**config.mk**
```make
export PLATFORM = sky130hd
export DESIGN_NAME = scan_cut
export DESIGN_NICKNAME = d
export VERILOG_FILES = /design/src/rtl/scan_cut_pkg.sv /design/src/rtl/scan_cell.sv /design/src/rtl/scan_cut.sv
export SDC_FILE = /design/constraint.sdc
export NUM_CORES = 1
export LEC_CHECK = 0
export ABC_CLOCK_PERIOD_IN_PS = 3050
export BUFFER_PORTS_ARGS = -buffer_cell sky130_fd_sc_hd__buf_2
export CAP_MARGIN = 20
export CORE_MARGIN = 2
export CORE_UTILIZATION = 60
export DETAILED_ROUTE_END_ITERATION = 7
export PLACE_DENSITY = 0.87
export SLEW_MARGIN = 10
export SYNTH_ARGS = -nofsm -noshare
export SYNTH_HDL_FRONTEND = slang
export SYNTH_SLANG_ARGS = --single-unit
```
**constraint.sdc**
```tcl
create_clock -name clk -period 3.05 [get_ports clk]
set_clock_uncertainty 0.1 [all_clocks]
set_input_delay 0 -clock clk [delete_from_list [all_inputs] [get_ports clk]]
set_output_delay 0 -clock clk [all_outputs]
set_load 0.02 [all_outputs]
```
**src/rtl/scan_cut_pkg.sv**
```systemverilog
// Shared constants for the scan-inserted CUT: chain length, I/O widths and
// the three state taps folded into each primary output.
package scan_cut_pkg;
  localparam int unsigned N_CELLS = 227;
  localparam int unsigned N_PI    = 35;
  localparam int unsigned N_PO    = 49;

  localparam int unsigned TAP0 = 0;
  localparam int unsigned TAP1 = 49;
  localparam int unsigned TAP2 = 98;
endpackage

```
**src/rtl/scan_cell.sv**
```systemverilog
// Mux-D scan flip-flop: se selects the serial input over the functional d.
module scan_cell (
  input  logic clk,
  input  logic rst,
  input  logic se,
  input  logic si,
  input  logic d,
  output logic q
);
  always_ff @(posedge clk) begin
    if (rst)     q <= 1'b0;
    else if (se) q <= si;
    else         q <= d;
  end
endmodule

```
**src/rtl/scan_cut.sv**
```systemverilog
// Scan-inserted sequential CUT: 227 cells on one chain, nonlinear capture
// function over 35 gated primary inputs, Moore XOR-folded outputs.
module scan_cut
  import scan_cut_pkg::*;
(
  input  logic bistmode,
  input  logic scanmode,
  input  logic sdi,
  output logic sdo,
  input  logic clk,
  input  logic rst,
  input  logic pi0,  pi1,  pi2,  pi3,  pi4,  pi5,  pi6,  pi7,  pi8,  pi9,
  input  logic pi10, pi11, pi12, pi13, pi14, pi15, pi16, pi17, pi18, pi19,
  input  logic pi20, pi21, pi22, pi23, pi24, pi25, pi26, pi27, pi28, pi29,
  input  logic pi30, pi31, pi32, pi33, pi34,
  output logic po0,  po1,  po2,  po3,  po4,  po5,  po6,  po7,  po8,  po9,
  output logic po10, po11, po12, po13, po14, po15, po16, po17, po18, po19,
  output logic po20, po21, po22, po23, po24, po25, po26, po27, po28, po29,
  output logic po30, po31, po32, po33, po34, po35, po36, po37, po38, po39,
  output logic po40, po41, po42, po43, po44, po45, po46, po47, po48
);
  logic [N_PI-1:0]    p_raw;
  logic [N_PI-1:0]    p;
  logic [N_CELLS-1:0] s;
  logic [N_CELLS-1:0] d;
  logic [N_PO-1:0]    po_vec;

  assign p_raw = {pi34, pi33, pi32, pi31, pi30, pi29, pi28, pi27, pi26, pi25,
                  pi24, pi23, pi22, pi21, pi20, pi19, pi18, pi17, pi16, pi15,
                  pi14, pi13, pi12, pi11, pi10, pi9,  pi8,  pi7,  pi6,  pi5,
                  pi4,  pi3,  pi2,  pi1,  pi0};

  // BIST isolation only touches the capture path; shift and decode ignore it.
  assign p = bistmode ? '0 : p_raw;

  for (genvar i = 0; i < N_CELLS; i++) begin : g_cell
    localparam int unsigned PREV = (i + N_CELLS - 1) % N_CELLS;
    localparam int unsigned NXT1 = (i + 1) % N_CELLS;
    localparam int unsigned NXT2 = (i + 2) % N_CELLS;
    localparam int unsigned PIDX = i % N_PI;

    logic si;
    if (i == 0) begin : g_head
      assign si = sdi;
    end else begin : g_body
      assign si = s[PREV];
    end

    assign d[i] = s[PREV] ^ (s[NXT1] & s[NXT2]) ^ p[PIDX];

    scan_cell u_cell (
      .clk (clk),
      .rst (rst),
      .se  (scanmode),
      .si  (si),
      .d   (d[i]),
      .q   (s[i])
    );
  end

  for (genvar j = 0; j < N_PO; j++) begin : g_po
    assign po_vec[j] = s[j + TAP0] ^ s[j + TAP1] ^ s[j + TAP2];
  end

  assign sdo = s[N_CELLS-1];

  assign {po48, po47, po46, po45, po44, po43, po42, po41, po40, po39,
          po38, po37, po36, po35, po34, po33, po32, po31, po30, po29,
          po28, po27, po26, po25, po24, po23, po22, po21, po20, po19,
          po18, po17, po16, po15, po14, po13, po12, po11, po10, po9,
          po8,  po7,  po6,  po5,  po4,  po3,  po2,  po1,  po0} = po_vec;
endmodule

```
After elaboration in Yosys (flattened, before gate mapping)
Cells that the tools add are included.
- input bits: 40
- register bits: 227
- output and inout bits: 50
- logic and storage cells: 1234
- muxes and demuxes: 228
- bitwise operators: 779
- operators by type and width (operator ; number):
    1-bit bitwise XOR ; 552
    1-bit bitwise AND ; 227
    1-bit 2-to-1 mux ; 227
    35-bit 2-to-1 mux ; 1

Logic depth before layout (Yosys ltp)
Gate-level depths: netlist of the first run.
- depth in word-level cells: 4
- mapped depth: 6
- mapped depth without buffers: 4

Cells and area by module
A second synthesis of the first run with hierarchy kept.
- cell total of the unflattened synthesis: 1306
- area total of the unflattened synthesis: 15133.3 µm²
- modules (own cells, without submodules) (module ; cells each ; instances ; sequential area each (µm²) ; area each (µm²)):
    scan_cell ; 3 ; 227 ; 20.0 ; 33.8
    scan_cut ; 625 ; 1 ; 0.0 ; 7464.7

Least setup slack after synthesis of the first run
No wires, ideal clock.
- path kind: reg-to-reg
- start point: register g_cell[226].u_cell.q
- end point: register g_cell[0].u_cell.q
- required time: 2.822 ns
- arrival: 1.057 ns
- library setup time: 0.128 ns
- path buffers: 0
- cell stages (with the launch flop): 4
- setup slack: 1.766 ns
- clock period less this slack: 1.284 ns
- cells stage by stage: dfxtp_1 xor3_1 mux2i_1 nor2_1
- longest elaborated chain between the ends: 3
- RTL lines (what ; RTL line ; text):
    start: declaration ; scan_cell.sv:8 ; output logic q
    start signal: assignment ; scan_cell.sv:12 ; else if (se) q <= si;
    1-bit bitwise XOR (2 in series) ; scan_cut.sv:49 ; assign d[i] = s[PREV] ^ (s[NXT1] & s[NXT2]) ^ p[PIDX];
    1-bit 2-to-1 mux ; scan_cell.sv:12 ;
    end signal: assignment ; scan_cell.sv:12 ;
    end: declaration ; scan_cell.sv:8 ;
Every way passes these cells.
A chain may end at the register's enable or synchronous reset.

Worst setup path after layout of the first run
Ends and elaborated chain as after synthesis.

==> flow_summary.json, run 1 <==
{
  "n_antenna_cell": 0,
  "routed_wl_mm": 35.82,
  "ys_ff_latch": 227,
  "grt_pass1_vias": 10988,
  "gp_congestion": 0.8480,
  "start_util_pct": 60.65,
  "holdWs_ps": 31.96,
  "fp.dieH_um": 152.1,
  "worst_pin_slew_ps": 872.6,
  "layout_commonest_cell": "xnor2_1",
  "drc_errors": 0,
  "cts.reportedPaths.clkPinSlew_ps": 60,
  "htreeDepth": 1,
  "cts.repair.resized": 0,
  "ant_nets": 0,
  "area_delta_synth_final_pct": 6.829,
  "via_per_inst": 6.042,
  "fp.coreArea_um2": 21690,
  "status": "completed",
  "power_density_nw_per_um2": 537.4,
  "dp_hpwl_mm": 23.70,
  "worstPathMaxFanout": 4,
  "nets": 1662,
  "regMostFlops": "g_cell.u_cell.q",
  "cts_hold_buf": 3,
  "final_layout_size_suffix_gt1_share_pct": 9.579,
  "setup_violations": 0,
  "synth_nets": 1647,
  "dp_slack_ps": 1086,
  "num_io_pins": 90,
  "final_cells": 1919,
  "setup_tns_ps": 0,
  "synth_edf_count": 0,
  "yosysWarnings": 0,
  "dieArea_um2": 23120,
  "grt_use_total_pct": 30.30,
  "clk_latency_ps": 530,
  "overflow": 0,
  "r2r_cells": 4,
  "hold_viol_final": 0,
  "slew_viol_final": 0,
  "slew_headroom_pct": 41.83,
  "fillerInstances": 1783,
  "multi_input_area_um2": 7781,
  "setup_ws_ps": 1216,
  "p_leak_nw": 4.537,
  "syn_avg_cell_area_um2": 8.185,
  "synth_cells": 1607,
  "async_reset_ff_share_pct": 0,
  "avgRoutedWirePerCell_um": 18.67,
  "rsz0062_at_grt": "false",
  "path_class": "flip-flop to flip-flop",
  "clock_path_buffers": 3,
  "crit_path_end_kind": "flip-flop",
  "num_rows": 54,
  "grt_max_degree": 188,
  "postCtsSetupRepairBufs": 0,
  "synthFlopType": "dfxtp_1",
  "min_path_type": "input pin to flip-flop",
  "largest_reg_flops": 227,
  "synth-seq-area-share_pct": 34.55,
  "tritoncts": "yes",
  "design_area_um2": 14050,
  "crit_arrival_ps": 2150,
  "placed_cells": 1872,
  "seq_area_um2": 4544,
  "min_period_ps": 1834,
  "cp.required_ps": 3360,
  "cp-start-kind": "flip-flop",
  "synth_cell_types": 19,
  "cts-root-buf": "clkbuf_16",
  "syn-cell-area_um2": 13150,
  "hold_depth": 5,
  "io_buffer_count": 89,
  "fin_crit_sh_pct": 60.12,
  "numCtsBuffers": 25,
  "grt_pass1_wl_mm": 57.20,
  "antenna_found_initial": 0,
  "placed_area_um2": 13240,
  "final_cell_mix": "xnor2_1 (324), nand2_1 (227), dfxtp_1 (227)",
  "dr.pass1.iters": 8,
  "vias": 11595,
  "fp.dieW_um": 152.1,
  "drt-initial-drc-count": 1027,
  "clock_sinks": 227,
  "vdd.ir_drop.worst_uv": 426.0,
  "reg_top3": "g_cell.u_cell.q: 227 flops",
  "fmax_mhz": 545.4,
  "maxCapViolCount": 0
}
-- path summary, 6_finish.rpt --
path,startpoint,endpoint,slack (ps)
max reg2reg,g_cell[226].u_cell.q,g_cell[0].u_cell.q,1220
max,g_cell[226].u_cell.q,g_cell[0].u_cell.q,1220
min reg2reg,g_cell[182].u_cell.q,g_cell[183].u_cell.q,410
min,pi11,g_cell[186].u_cell.q,30
-- per-layer routing --
metal | vias up | track usage [%] | part of all wire, %
met5 | - | 0 | 0
met4 | 0 | 17.49 | 6.5
met3 | 131 | 5.334 | 8.4
met2 | 520 | 49.21 | 46
met1 | 5467 | 38.00 | 39
li1 | 5477 | - | -
-- synthesized netlist by cell type, types with 2 or more instances --
| cell type | number | share of area [%] |
|---|---|---|
| nand2b_1 | 8 | 0.38 |
| buf_8 | 8 | 0.91 |
| nand2_1 | 227 | 6.5 |
| clkbuf_1 | 72 | 2.1 |
| buf_2 | 2 | 0.076 |
| o21ai_0 | 226 | 8.6 |
| or3_1 | 226 | 11 |
| buf_12 | 12 | 1.8 |
| nand2b_4 | 20 | 2.1 |
| or2b_1 | 7 | 0.40 |
| dfxtp_1 | 227 | 35 |
| buf_6 | 13 | 1.1 |
| a21oi_1 | 226 | 8.6 |
| xnor2_1 | 324 | 22 |
| buf_4 | 5 | 0.29 |
-- logic make-up after synthesis --
| kind of cell | share of synthesized area [%] |
|---|---|
| AND/OR/NAND/NOR | 20.13 |
| AO/OA/AOI/OAI | 17.20 |
| XOR/XNOR | 21.75 |
| flip-flops | 34.55 |
| buffers and inverters | 6.297 |
| multiplexers | 0.07610 |
-- where the power goes --
group	switching (mW)	internal, mW	total [mW]	leakage, nW
logic	0.744	0.511	1.25	2.30
registers	0.224	3.14	3.36	1.86
clock network	1.25	1.68	2.93	0.385
-- worst max-delay path, stage by stage, from the launching register on --
cell	delay [ps]
dfxtp_1	420
xor3_1	430
mux2i_1	140
nor2_1	50
dlygate4sd3_1	580
-- through the flow --
step / total power [mW] / utilization, %
after global routing: 7.816 / 64.79
after CTS: 7.542 / 64.79
after floorplan: 4.325 / -
after global placement: 4.601 / 61.06
after detailed placement: 4.650 / 61.06
final: 7.552 / 64.79
-- area by class of cell --
class	instances	area share, %
clock buffer	34	4.977
clock inverter	10	0.5699
multi-input combinational	1267	55.37
sequential	227	32.34
tap	280	2.493
timing repair buffer	101	4.247
Power figures use the tool's default switching activity.
==> inputs of run 2 (changes only) <==
--- a/config.mk
+++ b/config.mk
@@ -5,7 +5,7 @@
 export SDC_FILE = /design/constraint.sdc
 export NUM_CORES = 1
 export LEC_CHECK = 0
-export ABC_CLOCK_PERIOD_IN_PS = 3050
+export ABC_CLOCK_PERIOD_IN_PS = 1720
 export BUFFER_PORTS_ARGS = -buffer_cell sky130_fd_sc_hd__buf_2
 export CAP_MARGIN = 20
 export CORE_MARGIN = 2
==> constraint.sdc (replaced) <==
create_clock -name clk -period 1.72 [get_ports clk]
set_clock_uncertainty 0.1 [all_clocks]
set_input_delay 0 -clock clk [delete_from_list [all_inputs] [get_ports clk]]
set_output_delay 0 -clock clk [all_outputs]
set_load 0.02 [all_outputs]
==> run 2 against run 1 <==
Via count grew 1.3%. Critical path depth shrank 1. Combinational power grew 89%. Critical path type is now flip-flop to output pin. Highest routed layer unchanged.
==> flow_summary.json, run 2 (synthesis gave the netlist of run 1 again) <==
{
  "status": "completed",
  "setup_ws_ps": 48.09,
  "slew_viol_final": 0,
  "clk_latency_ps": 520,
  "clock_sinks": 227,
  "n_antenna_cell": 0,
  "tritoncts": "yes",
  "start_util_pct": 60.65,
  "routed_wl_mm": 36.15,
  "numCtsBuffers": 24,
  "power_density_nw_per_um2": 938.4,
  "worst_pin_slew_ps": 689.1,
  "grt_pass1_vias": 11186,
  "critPathTopFamily": "XOR/XNOR gates",
  "dr.pass1.iters": 5,
  "maxCapViolCount": 0,
  "crit_arrival_ps": 1570,
  "setup_tns_ps": 0,
  "fmax_mhz": 598.1,
  "cp_slowest_cell": "dfxtp_1",
  "p_leak_nw": 4.799,
  "slowest_delay_ps": 360,
  "vdd.ir_drop.worst_uv": 622.0,
  "crit_path_end_kind": "output pin",
  "path_buf_inv": 1,
  "largest_reg_flops": 227,
  "slew_headroom_pct": 54.06,
  "regMostFlops": "g_cell.u_cell.q",
  "rsz0062_at_grt": "false",
  "design_area_um2": 14550,
  "cp.required_ps": 1620,
  "cts.reportedPaths.clkPinSlew_ps": 60,
  "nets": 1689,
  "drt-initial-drc-count": 973,
  "htreeDepth": 1,
  "cp-start-kind": "flip-flop",
  "drc_errors": 0,
  "fp.coreArea_um2": 21690,
  "gp_congestion": 0.9228,
  "ant_nets": 0,
  "via_per_inst": 6.045,
  "grt_pass1_wl_mm": 57.89,
  "finalPower_mw": 13.65,
  "reg_top3": "g_cell.u_cell.q: 227 flops",
  "final_layout_size_suffix_gt1_share_pct": 11.18,
  "fp.dieH_um": 152.1,
  "area_delta_synth_final_pct": 10.59,
  "antenna_found_initial": 0,
  "fillerInstances": 1698,
  "layout_commonest_cell": "xnor2_1",
  "clock_path_buffers": 3,
  "cts-root-buf": "clkbuf_16",
  "hold_viol_final": 0,
  "dp_hpwl_mm": 24.17,
  "postCtsSetupRepairBufs": 0,
  "worstPathMaxFanout": 5,
  "dieArea_um2": 23120,
  "num_io_pins": 90,
  "fin_crit_sh_pct": 97.20,
  "seq_area_um2": 4544,
  "num_rows": 54,
  "vias": 11751,
  "avgRoutedWirePerCell_um": 18.59,
  "overflow": 0,
  "final_cell_mix": "xnor2_1 (321), nand2_1 (227), dfxtp_1 (227)",
  "placed_cells": 1900,
  "final_util_pct": 67.07,
  "path_cells": "xnor2_1 -> xnor2_2 -> buf_2",
  "min_path_type": "input pin to flip-flop",
  "multi_input_area_um2": 7804,
  "final_cells": 1944,
  "fp.dieW_um": 152.1,
  "grt_use_total_pct": 30.58,
  "min_period_ps": 1672,
  "path_class": "flip-flop to output pin",
  "holdWs_ps": 26.14,
  "placed_area_um2": 13690,
  "setup_violations": 0,
  "grt_max_degree": 123,
  "reg2reg_slack_ps": 240,
  "io_buffer_count": 89,
  "dp_slack_ps": 192.0
}
-- run 2: power by group --
part | switching, mW | leakage (nW) | total, mW | internal (mW)
Combinational | 1.34 | 2.54 | 2.36 | 1.01
Sequential | 0.411 | 1.86 | 5.98 | 5.57
Clock | 2.12 | 0.400 | 5.32 | 3.19
Total | 3.88 | 4.80 | 13.7 | 9.77
-- run 2: worst paths after layout --
check,endpoint,start,cells after the start
setup reg to reg,g_cell[191].u_cell.q,g_cell[192].u_cell.q,4
hold / removal,g_cell[139].u_cell.q,pi34,5
hold reg to reg,g_cell[182].u_cell.q,g_cell[181].u_cell.q,2
setup / recovery,po40,g_cell[40].u_cell.q,3
-- run 2: routing by layer --
layer  vias up  track usage, %  share of wire [%]
met5         -               0                  0
met4         0           16.29                5.9
met3       131           5.904                9.2
met2       563           49.57                 46
met1      5508           38.68                 39
li1       5549               -                  -
-- run 2: worst register-to-register path: cells and delay by family, from the launching register on --
family	cells	cell delay, ps
xor+xnor	1	180
compound gates	1	140
simple gates	2	530
flops	1	460
-- run 2: final cells by class --
type,instances,area share (%)
clock inverters,6,0.5505
flip-flops and latches,227,31.24
multi-input cells,1267,53.65
repair buffers,129,7.182
clock buffers,35,4.972
well taps,280,2.408
-- run 2: repair_timing --
action | CTS | global route
resized for setup | 1 | 2
gates cloned | 0 | 0
hold buffers | 3 | 0
setup endpoints to repair | 1 | 2
hold endpoints to repair | 60 | 0
==> inputs of run 3 (changes only) <==
--- a/config.mk
+++ b/config.mk
@@ -5,13 +5,14 @@
 export SDC_FILE = /design/constraint.sdc
 export NUM_CORES = 1
 export LEC_CHECK = 0
+export ABC_AREA = 1
 export ABC_CLOCK_PERIOD_IN_PS = 1720
 export BUFFER_PORTS_ARGS = -buffer_cell sky130_fd_sc_hd__buf_2
 export CAP_MARGIN = 20
 export CORE_MARGIN = 2
 export CORE_UTILIZATION = 60
 export DETAILED_ROUTE_END_ITERATION = 7
-export PLACE_DENSITY = 0.87
+export PLACE_DENSITY = 0.86
 export SLEW_MARGIN = 10
 export SYNTH_ARGS = -nofsm -noshare
 export SYNTH_HDL_FRONTEND = slang
==> run 3 against run 2 <==
The flow now finishes with violations (DRC, setup timing). Worst hold slack lost 3.8 ps. Fmax shrank 3.2%. Sequential power grew 3.5%. Via count grew 63%. Synthesized cell count grew 87%. Flip-flop and latch count is the same. First-iteration DRC count grew 120%. Count of clock-buffer cells in the layout grew 6.
==> flow_summary.json, run 3 <==
{
  "status": "finished with violations",
  "violations": "DRC, setup timing",
  "cp-start-kind": "flip-flop",
  "fp.dieH_um": 170.5,
  "yosysTopAreaCell": "dfxtp_1",
  "power_density_nw_per_um2": 787.2,
  "final_cells": 3496,
  "dr.pass1.iters": 8,
  "crit_arrival_ps": 1630,
  "final_cell_mix": "nand2_1 (1080), nor2_1 (695), inv_1 (489)",
  "slew_headroom_pct": 48.27,
  "synth-seq-area-share_pct": 27.34,
  "reg_top3": "g_cell.u_cell.q: 227 flops",
  "clk_latency_ps": 550,
  "cp.required_ps": 1620,
  "multi_input_area_um2": 10020,
  "grt_use_total_pct": 35.99,
  "crit_path_end_kind": "output pin",
  "synth_edf_count": 0,
  "yosysWarnings": 0,
  "overflow": 0,
  "seq_area_um2": 4599,
  "worstPathMaxFanout": 5,
  "ys_top_cells_by_area": "dfxtp_1 (27%), nand2_1 (24%), nor2_1 (16%)",
  "clock_path_buffers": 3,
  "maxCapViolCount": 0,
  "synthTopCellsByCount": "nand2_1 (1080), nor2_1 (695), inv_1 (490), dfxtp_1 (227), nand4_1 (226)",
  "hold_viol_final": 0,
  "antenna_found_initial": 0,
  "cpMostUsedCell": "xnor2_1",
  "fin_crit_sh_pct": 100.4,
  "min_path_type": "input pin to flip-flop",
  "dp_hpwl_mm": 38.25,
  "num_rows": 60,
  "num_io_pins": 90,
  "drt-initial-drc-count": 2097,
  "setup_violations": 3,
  "clock_sinks": 227,
  "fillerInstances": 2254,
  "p_leak_nw": 12.44,
  "ys_ff_latch": 227,
  "synthFlopType": "dfxtp_1",
  "grt_pass1_vias": 17931,
  "synth_cells": 3012,
  "worst_pin_slew_ps": 773.2,
  "n_antenna_cell": 0,
  "gp_congestion": 0.9609,
  "ant_nets": 0,
  "numCtsBuffers": 27,
  "cts-root-buf": "clkbuf_16",
  "largest_reg_flops": 227,
  "syn-cell-area_um2": 16620,
  "vdd.ir_drop.worst_uv": 683.1,
  "path_buf_inv": 1,
  "fp.dieW_um": 170.5,
  "nets": 3148,
  "io_buffer_count": 89,
  "drc_errors": 3,
  "grt_pass1_wl_mm": 84.92,
  "slowest_delay_ps": 520,
  "min_period_ps": 1727,
  "cts.reportedPaths.clkPinSlew_ps": 60,
  "async_reset_ff_share_pct": 0,
  "area_delta_synth_final_pct": 13.95,
  "cp_slowest_cell": "dfxtp_1",
  "routed_wl_mm": 52.89,
  "tritoncts": "yes",
  "synth_top_area_share_pct": 27.34,
  "slew_viol_final": 0,
  "syn_avg_cell_area_um2": 5.519,
  "avgRoutedWirePerCell_um": 15.13,
  "synth_most_common_cell": "nand2_1",
  "layout_commonest_cell": "nand2_1",
  "path_cells": "xnor2_1 -> xnor2_1 -> buf_2",
  "setup_ws_ps": -7.070,
  "regMostFlops": "g_cell.u_cell.q",
  "synth_nets": 3052,
  "fmax_mhz": 579.0,
  "grt_max_degree": 70,
  "critPathTopFamily": "flip-flops",
  "postCtsSetupRepairBufs": 0,
  "start_util_pct": 61.34,
  "fp.coreArea_um2": 27100,
  "path_class": "flip-flop to output pin",
  "dieArea_um2": 29050,
  "htreeDepth": 1,
  "final_layout_size_suffix_gt1_share_pct": 10.72,
  "vias": 19115,
  "setup_tns_ps": -15.98,
  "synth_cell_types": 19,
  "via_per_inst": 5.468,
  "placed_cells": 3414
}
run 3: per-stage QoR:
stage          area [um2]  util (%)  worst slack [ps]  hold WS [ps]  total power [mW]
2_1_floorplan       16620         -             619.8         48.12             7.973
5_1_grt             18940     69.89            -10.82         48.35             15.40
6_report            18940     69.89            -7.070         22.36             14.91
3_3_place_gp        17450     64.38             185.1         275.7             8.830
3_5_place_dp        17450     64.38             128.5         302.0             8.947
4_1_cts             18830     69.50            0.9427         7.345             14.75
run 3: cell families after synthesis:
family / after synthesis / synth area share [%]
AND/OR/NAND/NOR: 2114 / 53.94
buffers and inverters: 573 / 13.56
flip-flops: 227 / 27.34
XOR/XNOR: 98 / 5.163
run 3: tightest hold or removal path, delay by kind of cell:
kind                   cells  cell delay (ps)
and+or+nand+nor            5              450
buffers and inverters      2              170
run 3: where the power goes:
group	leakage, nW	total (mW)	switching [mW]	internal [mW]
Sequential	1.88	6.19	0.595	5.60
Combinational	10.1	2.90	1.86	1.04
Clock	0.435	5.82	2.40	3.42
Total	12.4	14.9	4.85	10.1
run 3: worst paths after layout:
| kind | depth (start not counted) | endpoint | from | slack (ps) |
|---|---|---|---|---|
| max | 3 | po12 | g_cell[61].u_cell.q | -7 |
| min | 7 | g_cell[190].u_cell.q | pi15 | 20 |
| max reg2reg | 7 | g_cell[219].u_cell.q | g_cell[221].u_cell.q | 110 |
| min reg2reg | 2 | g_cell[157].u_cell.q | g_cell[156].u_cell.q | 420 |
run 3: per-layer routing:
layer / GRT usage (%) / vias up / routed length [um]
met5: 0 / - / 0
met4: 19.77 / 0 / 2931
met3: 6.419 / 241 / 5586
met2: 60.85 / 1041 / 24360
met1: 43.34 / 8601 / 20010
li1: - / 9232 / -
run 3: area by class of cell:
| class | instances | share of cell area, % |
|---|---|---|
| tap | 372 | 2.457 |
| sequential | 227 | 24.28 |
| clock buffer | 41 | 4.373 |
| clock inverter | 4 | 0.2378 |
| inverter | 492 | 9.842 |
| multi-input combinational | 2212 | 52.90 |
| timing repair buffer | 148 | 5.905 |
run 3: timing repair:
item / in CTS / in global routing
setup endpoints to repair: 28 / 32
endpoints found under the hold margin: 207 / 0
pin swaps: 0 / 2
gates resized for setup: 34 / 36
hold buffers: 37 / 0
